===== src/rtl/wb_pkg.sv =====
// Shared types and constants for the register-file writeback path.
package wb_pkg;

  localparam int XLEN = 32;
  localparam int NREG = 32;
  localparam logic [4:0] REG_ZERO = 5'd0;

  typedef struct packed {
    logic [4:0]      rd;
    logic [XLEN-1:0] data;
  } wb_entry_t;

endpackage


===== src/rtl/wb_fifo.sv =====
// In-order result FIFO for the long-latency writeback path; push while full is
// accepted only when a pop happens on the same edge.
module wb_fifo
  import wb_pkg::*;
#(
  parameter int DEPTH = 4
) (
  input  logic                       CLK,
  input  logic                       reset,
  input  logic                       push,
  input  wb_entry_t                  push_data,
  input  logic                       pop,
  output wb_entry_t                  head,
  output logic                       empty,
  output logic                       full,
  output logic [$clog2(DEPTH):0]     count
);

  localparam int PW = $clog2(DEPTH);

  logic [PW-1:0] rd_ptr;
  logic [PW-1:0] wr_ptr;
  wb_entry_t     store [DEPTH];
  logic          do_push;
  logic          do_pop;

  assign empty   = (count == '0);
  assign full    = (count == (PW+1)'(DEPTH));
  assign head    = store[rd_ptr];
  assign do_pop  = pop && !empty;
  assign do_push = push && (!full || do_pop);

  always_ff @(posedge CLK) begin
    if (do_push) store[wr_ptr] <= push_data;
  end

  // Pointers wrap naturally because DEPTH is a power of two.
  always_ff @(posedge CLK or posedge reset) begin
    if (reset) begin
      rd_ptr <= '0;
      wr_ptr <= '0;
      count  <= '0;
    end else begin
      if (do_push) wr_ptr <= wr_ptr + 1'b1;
      if (do_pop)  rd_ptr <= rd_ptr + 1'b1;
      case ({do_push, do_pop})
        2'b10:   count <= count + 1'b1;
        2'b01:   count <= count - 1'b1;
        default: count <= count;
      endcase
    end
  end

endmodule


===== src/rtl/writeback_ctrl.sv =====
// Register-file write port arbiter (ALU over FIFO head), output register and
// pending-write scoreboard. Optional WB_MEM_BYPASS_EN lets an idle mem result skip the FIFO.
module writeback_ctrl #(
  parameter int DEPTH = 4,
  parameter int XLEN  = wb_pkg::XLEN
) (
  input  logic            CLK,
  input  logic            reset,
  input  logic            alu_valid,
  input  logic [4:0]      alu_rd,
  input  logic [XLEN-1:0] alu_data,
  input  logic            mem_valid,
  output logic            mem_ready,
  input  logic [4:0]      mem_rd,
  input  logic [XLEN-1:0] mem_data,
  input  logic            iss_valid,
  input  logic [4:0]      iss_rd,
  output logic [31:0]     busy,
  output logic [4:0]      rf_A3,
  output logic [XLEN-1:0] rf_WD3,
  output logic            rf_WE
);

  import wb_pkg::*;

  localparam int CW = $clog2(DEPTH) + 1;

  wb_entry_t       fifo_in;
  wb_entry_t       head;
  logic            fifo_empty;
  logic            fifo_full;
  logic [CW-1:0]   fifo_count;
  logic            fifo_push;
  logic            fifo_pop;
  logic            alu_sel;
  logic            byp_sel;
  logic            sel_valid;
  logic [4:0]      sel_rd;
  logic [XLEN-1:0] sel_data;
  logic [NREG-1:0] busy_nxt;

  assign mem_ready = !reset && !fifo_full && (fifo_count < CW'(DEPTH));
  assign alu_sel   = alu_valid && (alu_rd != REG_ZERO);
  assign fifo_pop  = !alu_sel && !fifo_empty;

`ifdef WB_MEM_BYPASS_EN
  assign byp_sel = !alu_sel && fifo_empty && mem_valid && mem_ready;
`else
  assign byp_sel = 1'b0;
`endif

  assign fifo_push    = mem_valid && mem_ready && !byp_sel;
  assign fifo_in.rd   = mem_rd;
  assign fifo_in.data = mem_data;

  wb_fifo #(.DEPTH(DEPTH)) u_fifo (
    .CLK       (CLK),
    .reset     (reset),
    .push      (fifo_push),
    .push_data (fifo_in),
    .pop       (fifo_pop),
    .head      (head),
    .empty     (fifo_empty),
    .full      (fifo_full),
    .count     (fifo_count)
  );

  // A popped or bypassed entry targeting x0 is consumed but never written.
  always_comb begin
    sel_valid = 1'b0;
    sel_rd    = REG_ZERO;
    sel_data  = '0;
    if (alu_sel) begin
      sel_valid = 1'b1;
      sel_rd    = alu_rd;
      sel_data  = alu_data;
    end else if (fifo_pop) begin
      sel_valid = (head.rd != REG_ZERO);
      sel_rd    = head.rd;
      sel_data  = head.data;
    end else if (byp_sel) begin
      sel_valid = (mem_rd != REG_ZERO);
      sel_rd    = mem_rd;
      sel_data  = mem_data;
    end
  end

  // Issue sets win over same-cycle commits so a reissued register stays pending.
  always_comb begin
    busy_nxt = busy;
    if (fifo_pop) busy_nxt[head.rd] = 1'b0;
    if (byp_sel)  busy_nxt[mem_rd]  = 1'b0;
    if (iss_valid && (iss_rd != REG_ZERO)) busy_nxt[iss_rd] = 1'b1;
    busy_nxt[0] = 1'b0;
  end

  always_ff @(posedge CLK or posedge reset) begin
    if (reset) begin
      rf_WE  <= 1'b0;
      rf_A3  <= REG_ZERO;
      rf_WD3 <= '0;
      busy   <= '0;
    end else begin
      rf_WE <= sel_valid;
      if (sel_valid) begin
        rf_A3  <= sel_rd;
        rf_WD3 <= sel_data;
      end
      busy <= busy_nxt;
    end
  end

endmodule


===== config.mk =====
export PLATFORM = sky130hd
export DESIGN_NAME = writeback_ctrl
export DESIGN_NICKNAME = d
export VERILOG_FILES = /design/src/rtl/wb_pkg.sv /design/src/rtl/wb_fifo.sv /design/src/rtl/writeback_ctrl.sv
export SDC_FILE = /design/constraint.sdc
export NUM_CORES = 1
export LEC_CHECK = 0
export CORE_UTILIZATION = 53
export DETAILED_ROUTE_END_ITERATION = 10
export GPL_ROUTABILITY_DRIVEN = 0
export HOLD_SLACK_MARGIN = 0.06
export PLACE_DENSITY = 0.8
export SYNTH_ARGS = -nofsm -noshare
export SYNTH_HDL_FRONTEND = slang
export SYNTH_HIERARCHICAL = 1
export SYNTH_SLANG_ARGS = --single-unit
export TNS_END_PERCENT = 30

===== constraint.sdc =====
create_clock -name CLK -period 3.5 [get_ports CLK]
set_input_delay 0.35 -clock CLK [delete_from_list [all_inputs] [get_ports CLK]]
set_output_delay 0.35 -clock CLK [all_outputs]
set_load 0.02 [all_outputs]

== Yosys cells after proc, flatten, opt, wreduce, memory -nomap -nowiden ==
Memories as Yosys holds them, arrays and structs flattened.
Index checks and enable logic that the tools add are counted.
W data, S select, Z words.
Storage, ports and cells
  memories kept: 1
  output and inout bits: 71
  memory bits (read-only): 0
  bits in latches: 0
  register bits after elaboration: 76
  bits of input ports: 84
  memory bits (writable): 148
Cells by class
  mux-type cells: 15
  bitwise logic cells: 3
  multipliers: 0
  magnitude comparators: 5
  equal/unequal tests: 3
  add/subtract/negate cells: 4
  div/mod/pow operators: 0
  reduce and logical (&&, ||, !) cells: 20
  shifts and indexed selects: 0
Memory list
  u_fifo.store: depth 4, bits a word 37, read ports 1, clocked after Yosys merged registers in 0, wr ports 1, RTL line wb_fifo.sv:23  | wb_entry_t store [DEPTH];
Operator list (count)
  $mux W32: 4
  $and A32 B32 Y32: 1
  $not A32 Y32: 1
  $or A32 B32 Y32: 1
  $reduce_bool A5 Y1: 3
  $lt A5 B6 Y1 const B: 2
  $demux W1 S5: 2
  $ge A5 B1 Y1 const B: 2
  $logic_and A1 B1 Y1: 10
  $mux W5: 2
  $mux W1: 6
  $pmux W3 S2: 1
  $add A2 B1 Y2 const B: 2
  $logic_not A1 Y1: 4
  $add A3 B1 Y3 const B: 1
  $eq A3 B3 Y1 const B: 1
  $logic_not A3 Y1: 1
  $lt A3 B3 Y1 const B: 1
  $sub A3 B1 Y3 const B: 1
  $eq A2 B1 Y1 const B: 1
  $eq A2 B2 Y1 const B: 1
  $reduce_bool A2 Y1: 1
  $logic_or A1 B1 Y1: 1

== Depth between registers and ports, before layout ==
Gate-level depths: netlist (run 1).
An unclocked memory read counts as a cell.
  depth after elaboration: 10
  depth in mapped cells: 11

== By module ==
Netlist (run 1), hierarchy kept.
Modules (own cells, without submodules)
  wb_fifo: cells each 250, instances 1, area an instance 5854.4 um^2
  writeback_ctrl: cells each 306, instances 1, area an instance 3165.5 um^2

== Worst setup path after synthesis (run 1) ==
OpenSTA, ideal clock, no wires.
  path kind: reg2reg
  from: reg u_fifo.count[2]
  to: mem u_fifo/store[0][0] (netlist name), enable pin
  cell stages (with the launch flop): 8
  buffers on the path: 1
  setup slack: 852 ps
  arrival: 2270 ps
  cells stage by stage: dfrtp_1 -> or3b_1 -> inv_1 -> nor3_1 -> and2_1 -> buf_2 -> o21a_4 -> and2_2
On the way
  cells in the longest elaborated chain, start to end: 8
  elaborated cells on any way between the ends: 14
  those cells by class: 1 x order compare; 1 x eq/ne; 2 x mux; 10 x reduce/logical
Ends and longest elaborated chain
  start, declared: RTL line wb_fifo.sv:16  | output logic [$clog2(DEPTH):0] count
  start signal, assigned: RTL line wb_fifo.sv:47  | 2'b10: count <= count + 1'b1;
  start signal, assigned: RTL line wb_fifo.sv:48  | 2'b01: count <= count - 1'b1;
  start signal, assigned: RTL line wb_fifo.sv:49  | default: count <= count;
  $eq A3 B3 Y1: RTL line wb_fifo.sv:28  | assign full = (count == (PW+1)'(DEPTH));
  via fifo_full: RTL line writeback_ctrl.sv:31  | logic fifo_full;
  $logic_not A1 Y1: RTL line writeback_ctrl.sv:42  | assign mem_ready = !reset && !fifo_full && (fifo_count < CW'(DEPTH));
  $logic_and A1 B1 Y1 (2 in series): RTL line writeback_ctrl.sv:42
  via mem_ready: RTL line writeback_ctrl.sv:13  | output logic mem_ready,
  $logic_and A1 B1 Y1: RTL line writeback_ctrl.sv:52  | assign fifo_push = mem_valid && mem_ready && !byp_sel;
  via fifo_push: RTL line writeback_ctrl.sv:33  | logic fifo_push;
  $logic_and A1 B1 Y1: RTL line wb_fifo.sv:31  | assign do_push = push && (!full || do_pop);
  $mux W1: RTL line wb_fifo.sv:34  | if (do_push) store[wr_ptr] <= push_data;
  $mux W1 (not written as such): RTL line wb_fifo.sv:34
  end, declared: RTL line wb_fifo.sv:23
The timed path passes the listed nets, and every way through them passes these cells.

== Final worst setup path (run 1) ==
  from: in alu_rd[0]
  to: reg u_fifo.count[2]
On the way
  cells in the longest elaborated chain, start to end: 9
  elaborated cells on any way between the ends: 11
  those cells by class: 2 x eq/ne; 1 x mux; 8 x reduce/logical
Ends and longest elaborated chain
  start, declared: RTL line writeback_ctrl.sv:10  | input logic [4:0] alu_rd,
  $reduce_bool A5 Y1 (*): RTL line writeback_ctrl.sv:43  | assign alu_sel = alu_valid && (alu_rd != REG_ZERO);
  $logic_and A1 B1 Y1 (*): RTL line writeback_ctrl.sv:43
  $logic_not A1 Y1 (*): RTL line writeback_ctrl.sv:44  | assign fifo_pop = !alu_sel && !fifo_empty;
  $logic_and A1 B1 Y1 (*): RTL line writeback_ctrl.sv:44
  via fifo_pop: RTL line writeback_ctrl.sv:34  | logic fifo_pop;
  $logic_and A1 B1 Y1 (*): RTL line wb_fifo.sv:30  | assign do_pop = pop && !empty;
  $logic_or A1 B1 Y1: RTL line wb_fifo.sv:31
  $logic_and A1 B1 Y1: RTL line wb_fifo.sv:31
  $eq A2 B1 Y1 or $eq A2 B2 Y1 (tied branches): RTL line wb_fifo.sv:46  | case ({do_push, do_pop})
  $pmux W3 S2 or $reduce_bool A2 Y1 (tied branches)
Mark *: on every way through the listed nets, which the timed path passes. The rest lies on a longest branch.
A chain may end at the register's enable or synchronous reset.

==> metrics.md, run 1 <==
| Metric | Value |
|---|---|
| Status | `finished, final reports clean` |
| Via density per instance | `5.804` |
| Commonest non-fill, non-tap cell in the layout | `clkdlybuf4s50_1` |
| # setup viols final | `0` |
| Bufs and invs on worst path | `1` |
| Hold Slack | `0.2487 ns` |
| Pins Over Slew Limit | `0` |
| Via Count | `5,578` |
| Die area | `0.01754 mm²` |
| P&R area growth vs syn | `27.67%` |
| Die H | `132.5 µm` |
| Top_reg_cell synth | `edfxtp_1` |
| CP Launch Point | `alu_rd[0]` |
| Hold Path Class | `in -> async` |
| Seq pwr share | `0.393` |
| Max-cap violations | `0` |
| Leading area contributor after synthesis | `edfxtp_1` |
| Final Cycle Share | `0.8228` |
| FF-to-FF Start | `u_fifo/rd_ptr[1]` |
| Crit start category | `primary input` |
| Worst Setup End Kind | `flip-flop` |
| Diode count | `0` |
| RSZ-0062 raised after global routing | `no` |
| Worst Path Arrival | `3.25 ns` |
| Asr flop ratio synth | `0.3393` |
| Core Rows | `47` |
| Clock share of power | `0.239` |
| Worst VDD drop | `0.0004562 V` |
| CTS buffer count | `23` |
| Fin Clk Skew | `0.009848 ns` |
| Switch Pwr | `0.003184 W` |
| Chip width | `132.5 µm` |
| Starting Density | `0.5439` |
| Final WL | `19,730 µm` |
| Yosys reg bits | `224` |
| Nets | `814` |
| Critical path, cell by cell | `clkdlybuf4s50_1 -> or4_1 -> o21a_1 -> nor2_1 -> nor2b_1 -> nand2_1 -> fa_1 -> nor2b_1 -> a221o_1 -> o211ai_1` |
| Remaining Overflow, GRT | `0` |
| Leak pwr | `4.108 nW` |
| CTS sink count | `224` |
| Filler cell count | `1,128` |
| TritonCTS clock tree | `yes` |
| Most frequent cells in the layout | `clkdlybuf4s50_1, edfxtp_1, dfrtp_1` |
| Vias in the first global route | `5,686` |
| R2r endpoint | `rf_WD3[13]` |
| Minimum clock period after layout | `2.880 ns` |
| Worst path depth | `10` |
| Bufs on Longest Clock Path | `3` |
| First-pass GRT wire length | `31,380 µm` |
| Number of library cell types mapped by synthesis | `51` |
| Initial antenna violation count | `0` |
| Fmax | `0.3473 GHz` |
| Ys Warns | `6` |
| Largest net degree at the start of global routing | `51` |
| Kind of critical path | `in -> reg` |
| Slew HR | `0.4464` |
| Top cells by area, synth | `edfxtp_1, dfrtp_1, mux4_2` |
| Data required time of the worst path | `3.87 ns` |
| Cts repair resizes | `0` |
| Post-Place Cells | `920` |
| Pwr Density | `829.1 mW/mm²` |
| Tot Pwr | `0.009548 W` |
| CP max FO | `4` |
| Mapped Avg Cell Area | `16.22 µm²` |
| CP top delay family | `simple AND/OR/NAND/NOR gates` |
| Comb power frac | `0.368` |
| Core Util, Final | `0.6944` |
| 1st-iter DRT viols | `405` |
| Met3 WL | `1456 µm` |
| Post-Syn Area | `0.009020 mm²` |
| Clk slew on worst S/H paths | `0.06 ns` |
| Post-DP HPWL | `13,140 µm` |
| Routed wl met2 | `9789 µm` |
| DRC | `0` |
| First-pass DRT Iterations | `5` |
| Fin cells | `961` |
| R2R setup slack | `0.77 ns` |
| Final hold viol count | `0` |
| Top sig layer | `met4` |
| Slowest stage delay, CP | `0.61 ns` |
| Total GRT Usage | `0.2314` |
| Critical path destination | `u_fifo/count[2]` |
| EDFF count, synth | `148` |
| Core ar. | `0.01658 mm²` |
| Tightest Pin Transition | `0.8291 ns` |
| Syn nets | `645` |
| Sequential share of the synthesized area | `0.7036` |
| # IOs | `155` |
| Worst skew pair latency | `0.50 ns` |
| Post-CTS setup buffers | `0` |
| CTS Hold Bufs | `0` |
| Internal Power | `0.006364 W` |
| Layout cells sized above 1 | `0.1444` |
| Switching share of power | `0.3334` |
| IO Port Bufs | `153` |
| M1 WL | `8084 µm` |
| Worst path most repeated cell | `nor2b_1` |
| Synth Instances | `556` |
| WL/cell | `20.53 µm` |
| Clk Tree Root Cell | `clkbuf_16` |
| Share of the synthesized area in the top cell type | `0.4927` |
| Slowest CP cell | `or4_1` |
| Final ANT Viol Nets | `0` |
| FF-to-FF path depth | `6` |
| Final TNS setup | `0 ns` |
| H-tree depth | `1` |
[through the flow]
stage	area, µm²	setup slack [ns]
after global routing	11520	0.5408
after detailed placement	10800	0.2054
after CTS	11520	0.7342
final	11520	0.6204
after global placement	10800	0.4014
after floorplan	9020	0.8522
[worst min path at each step]
stage	slack (ns)	depth (start not counted)	endpoint	from
after floorplan	0.15	1	u_fifo/count[0]	reset
after global placement	0.48	2	rf_A3[2]	rf_A3[2]
after detailed placement	0.49	2	rf_A3[2]	rf_A3[2]
after CTS	0.23	2	u_fifo/count[2]	reset
after global routing	0.26	2	u_fifo/wr_ptr[0]	reset
final	0.25	2	u_fifo/wr_ptr[0]	reset
[cell families after synthesis]
group / synth area share
AOI/OAI and AO/OA: 0.07449
xor gates and xnor gates: 0.004855
adders and majority gates: 0.007768
buffers and inverters: 0.02649
DFF: 0.7036
muxes: 0.1296
other: 0.0004157
and+or+nand+nor: 0.05286
[routing by layer]
layer  vias to the layer above  GRT usage
met5                         -          0
met4                         0    0.06577
met3                        40    0.03678
met2                       278     0.3845
met1                      2780     0.3203
li1                       2480          -
[registers in the layout, indices dropped and copies added, names as in the netlist]
| register | flops |
|---|---|
| rf_A3 | 5 |
| u_fifo/count | 3 |
| u_fifo/wr_ptr | 2 |
| busy | 31 |
| u_fifo/store | 148 |
| rf_WE | 1 |
| u_fifo/rd_ptr | 2 |
| rf_WD3 | 32 |
[power groups by stage]
stage / logic [W] / clock network, W / registers [W]
after CTS: 0.00353 / 0.00233 / 0.00375
after global placement: 0.00341 / 0 / 0.00376
after floorplan: 0.00189 / 0 / 0.00410
after detailed placement: 0.00351 / 0 / 0.00379
final: 0.00351 / 0.00229 / 0.00375
after global routing: 0.00376 / 0.00242 / 0.00381
[cell usage after synthesis (2+ instances only)]
library cell / instances
a21oi_1: 35
a221oi_1: 3
and2_2: 4
buf_12: 2
buf_2: 12
buf_4: 3
buf_6: 3
clkbuf_1: 7
dfrtp_1: 76
edfxtp_1: 148
ha_1: 4
inv_1: 14
mux2i_1: 32
mux4_2: 37
nand2_1: 10
nand2b_1: 2
nand3_1: 10
nand3b_1: 5
nor2_1: 44
nor2b_1: 5
nor3_1: 2
nor4_1: 3
nor4b_1: 2
o21ai_0: 48
o31ai_1: 16
xnor2_1: 4
[final cells by class]
cell class                      count  area, µm²  area share
Clock buffer                       24      589.3     0.05117
Multi-Input combinational cell    290       2442      0.2121
Sequential cell                   224       6349      0.5513
Clock inverter                     17      125.1     0.01086
Inverter                           15      56.30    0.004889
Timing Repair Buffer              171       1679      0.1458
Tap cell                          220      275.3     0.02390
Note: power is estimated with default switching activity, not from simulation.
==> inputs of run 2 (changes only) <==
- CORE_UTILIZATION: 53 -> 48
- PLACE_DENSITY: 0.8 -> 0.76
- clock period: 3.5 -> 2.4 ns (I/O delays scaled with it)
==> run 2 against run 1 <==
The flow now finishes with violations (DRC, setup timing); combinational power is 69% higher; critical path depth shrank 3; clock skew rose by 0.017 ns; cell count rose by 4.6%; utilization shrank 3.1 points; routed wire length grew 6.3%; hold slack got worse by 0.041 ns; critical path type is now reg -> reg; critical endpoint is now rf_WD3[1]; largest cell class unchanged; highest routed layer unchanged.
==> metrics.md, run 2 (same netlist as run 1, synthesis figures left out) <==
| Metric | Value |
|---|---|
| CTS buffer count | `23` |
| Vias in the first global route | `5,987` |
| Die H | `139.1 µm` |
| Top sig layer | `met4` |
| WL/cell | `20.87 µm` |
| Worst setup slack after layout | `-0.03425 ns` |
| RSZ-0062 raised after global routing | `yes` |
| First-pass GRT wire length | `32,730 µm` |
| Fin cells | `1,005` |
| Worst Setup End Kind | `flip-flop` |
| Hold Path Class | `in -> async` |
| Worst VDD drop | `0.0006652 V` |
| Max-cap violations | `0` |
| Final TNS setup | `-0.09863 ns` |
| Initial antenna violation count | `0` |
| Crit start category | `flip-flop` |
| CP max FO | `8` |
| Data required time of the worst path | `2.77 ns` |
| Starting Density | `0.4954` |
| 1st-iter DRT viols | `391` |
| Largest net degree at the start of global routing | `39` |
| Chip width | `139.1 µm` |
| Worst skew pair latency | `0.51 ns` |
| Final hold viol count | `0` |
| Via Count | `5,736` |
| Failing checks | `DRC, setup timing` |
| Fmax | `0.4108 GHz` |
| Die area | `0.01934 mm²` |
| Clk slew on worst S/H paths | `0.06 ns` |
| Core Rows | `49` |
| CTS sink count | `224` |
| # IOs | `155` |
| IO Port Bufs | `153` |
| Met3 WL | `1460 µm` |
| Kind of critical path | `reg -> reg` |
| H-tree depth | `1` |
| First-pass DRT Iterations | `11` |
| # setup viols final | `8` |
| Commonest non-fill, non-tap cell in the layout | `clkdlybuf4s50_1` |
| Number of flip-flops in the largest register | `148` |
| DP Worst Slack | `-0.3900 ns` |
| Status | `finished with violations` |
| Routed wl met2 | `10,700 µm` |
| Layout cells sized above 1 | `0.1985` |
| Clk Tree Root Cell | `clkbuf_16` |
| Final WL | `20,980 µm` |
| Minimum clock period after layout | `2.434 ns` |
| Pins Over Slew Limit | `0` |
| Final Cycle Share | `1.014` |
| M1 WL | `8215 µm` |
| Core ar. | `0.01821 mm²` |
| TritonCTS clock tree | `yes` |
| Placed inst area | `0.01118 mm²` |
| Final ANT Viol Nets | `0` |
| Diode count | `0` |
| Total GRT Usage | `0.2202` |
| Via density per instance | `5.707` |
| Leak pwr | `4.349 nW` |
| Top flop regs | `u_fifo/store (148), rf_WD3 (32), busy (31)` |
| Post-Place Cells | `957` |
| P&R area growth vs syn | `33.83%` |
| Bufs on Longest Clock Path | `3` |
| Worst Path Arrival | `2.80 ns` |
| Pwr Density | `1225 mW/mm²` |
| Remaining Overflow, GRT | `0` |
| Most frequent cells in the layout | `clkdlybuf4s50_1, edfxtp_1, dfrtp_1` |
| DRC | `14` |
| Nets | `849` |
| Post-DP HPWL | `14,340 µm` |
| Tightest Pin Transition | `0.5191 ns` |
| Finished Cell Area | `0.01207 mm²` |
| Fin Clk Skew | `0.02682 ns` |
| Slew HR | `0.6526` |
| Register with the most flip-flops | `u_fifo/store` |
[run 2: critical path: stages, from the launching register on]
cell and delay (ns):
dfrtp_2 0.43, mux4_2 0.52, or3_4 0.42, o31ai_4 0.25, buf_6 0.18, buf_12 0.16
mux2i_1 0.23, a21oi_1 0.10
[run 2: where the power goes]
| group | internal [W] | total, W | switching [W] | leakage (nW) |
|---|---|---|---|---|
| combinational | 0.00295 | 0.00592 | 0.00297 | 1.77 |
| clock | 0.00201 | 0.00345 | 0.00143 | 0.355 |
| sequential | 0.00495 | 0.00542 | 0.000475 | 2.22 |
| total | 0.00991 | 0.0148 | 0.00488 | 4.35 |
[run 2: metrics by stage]
step / hold WS [ns] / total power (W) / utilization
6_report: 0.2073 / 0.01479 / 0.6630
5_1_grt: 0.2372 / 0.01546 / 0.6630
4_1_cts: 0.1930 / 0.01448 / 0.6544
3_5_place_dp: 0.5018 / 0.01100 / 0.6142
2_1_floorplan: 0.04340 / 0.008774 / -
3_3_place_gp: 0.4890 / 0.01076 / 0.6142
[run 2: per-layer routing]
layer / up-vias / track usage
met3: 49 / 0.02901
met4: 0 / 0.07251
met1: 2843 / 0.2868
met5: - / 0
li1: 2555 / -
met2: 289 / 0.3841
[run 2: layout make-up]
type	instances	area, µm²
flip-flops and latches	224	6350
clock inverters	13	123.9
multi-input cells	290	2529
repair buffers	206	2117
inverters	15	61.31
clock buffers	28	604.3
well taps	229	286.5
fillers	1204	6137
[run 2: repair_timing]
action,in CTS,in global routing
endpoints found under the setup margin,6,53
hold buffers,0,0
gates resized for setup,4,17
buffers inserted,0,5
pin swaps,1,10
cloned,0,2
[run 2: final timing paths]
path                       cells past startpoint             start         endpoint  slack [ns]
setup / recovery                               7  u_fifo/rd_ptr[0]        rf_WD3[1]       -0.03
setup reg to reg                               7  u_fifo/rd_ptr[0]        rf_WD3[1]       -0.03
min in group CLK                               3      alu_data[18]       rf_WD3[18]        0.31
hold reg to reg                                2           busy[9]          busy[9]        0.52
max in group asynchronous                      3             reset         busy[25]        1.65
hold / removal                                 2             reset  u_fifo/count[2]        0.21
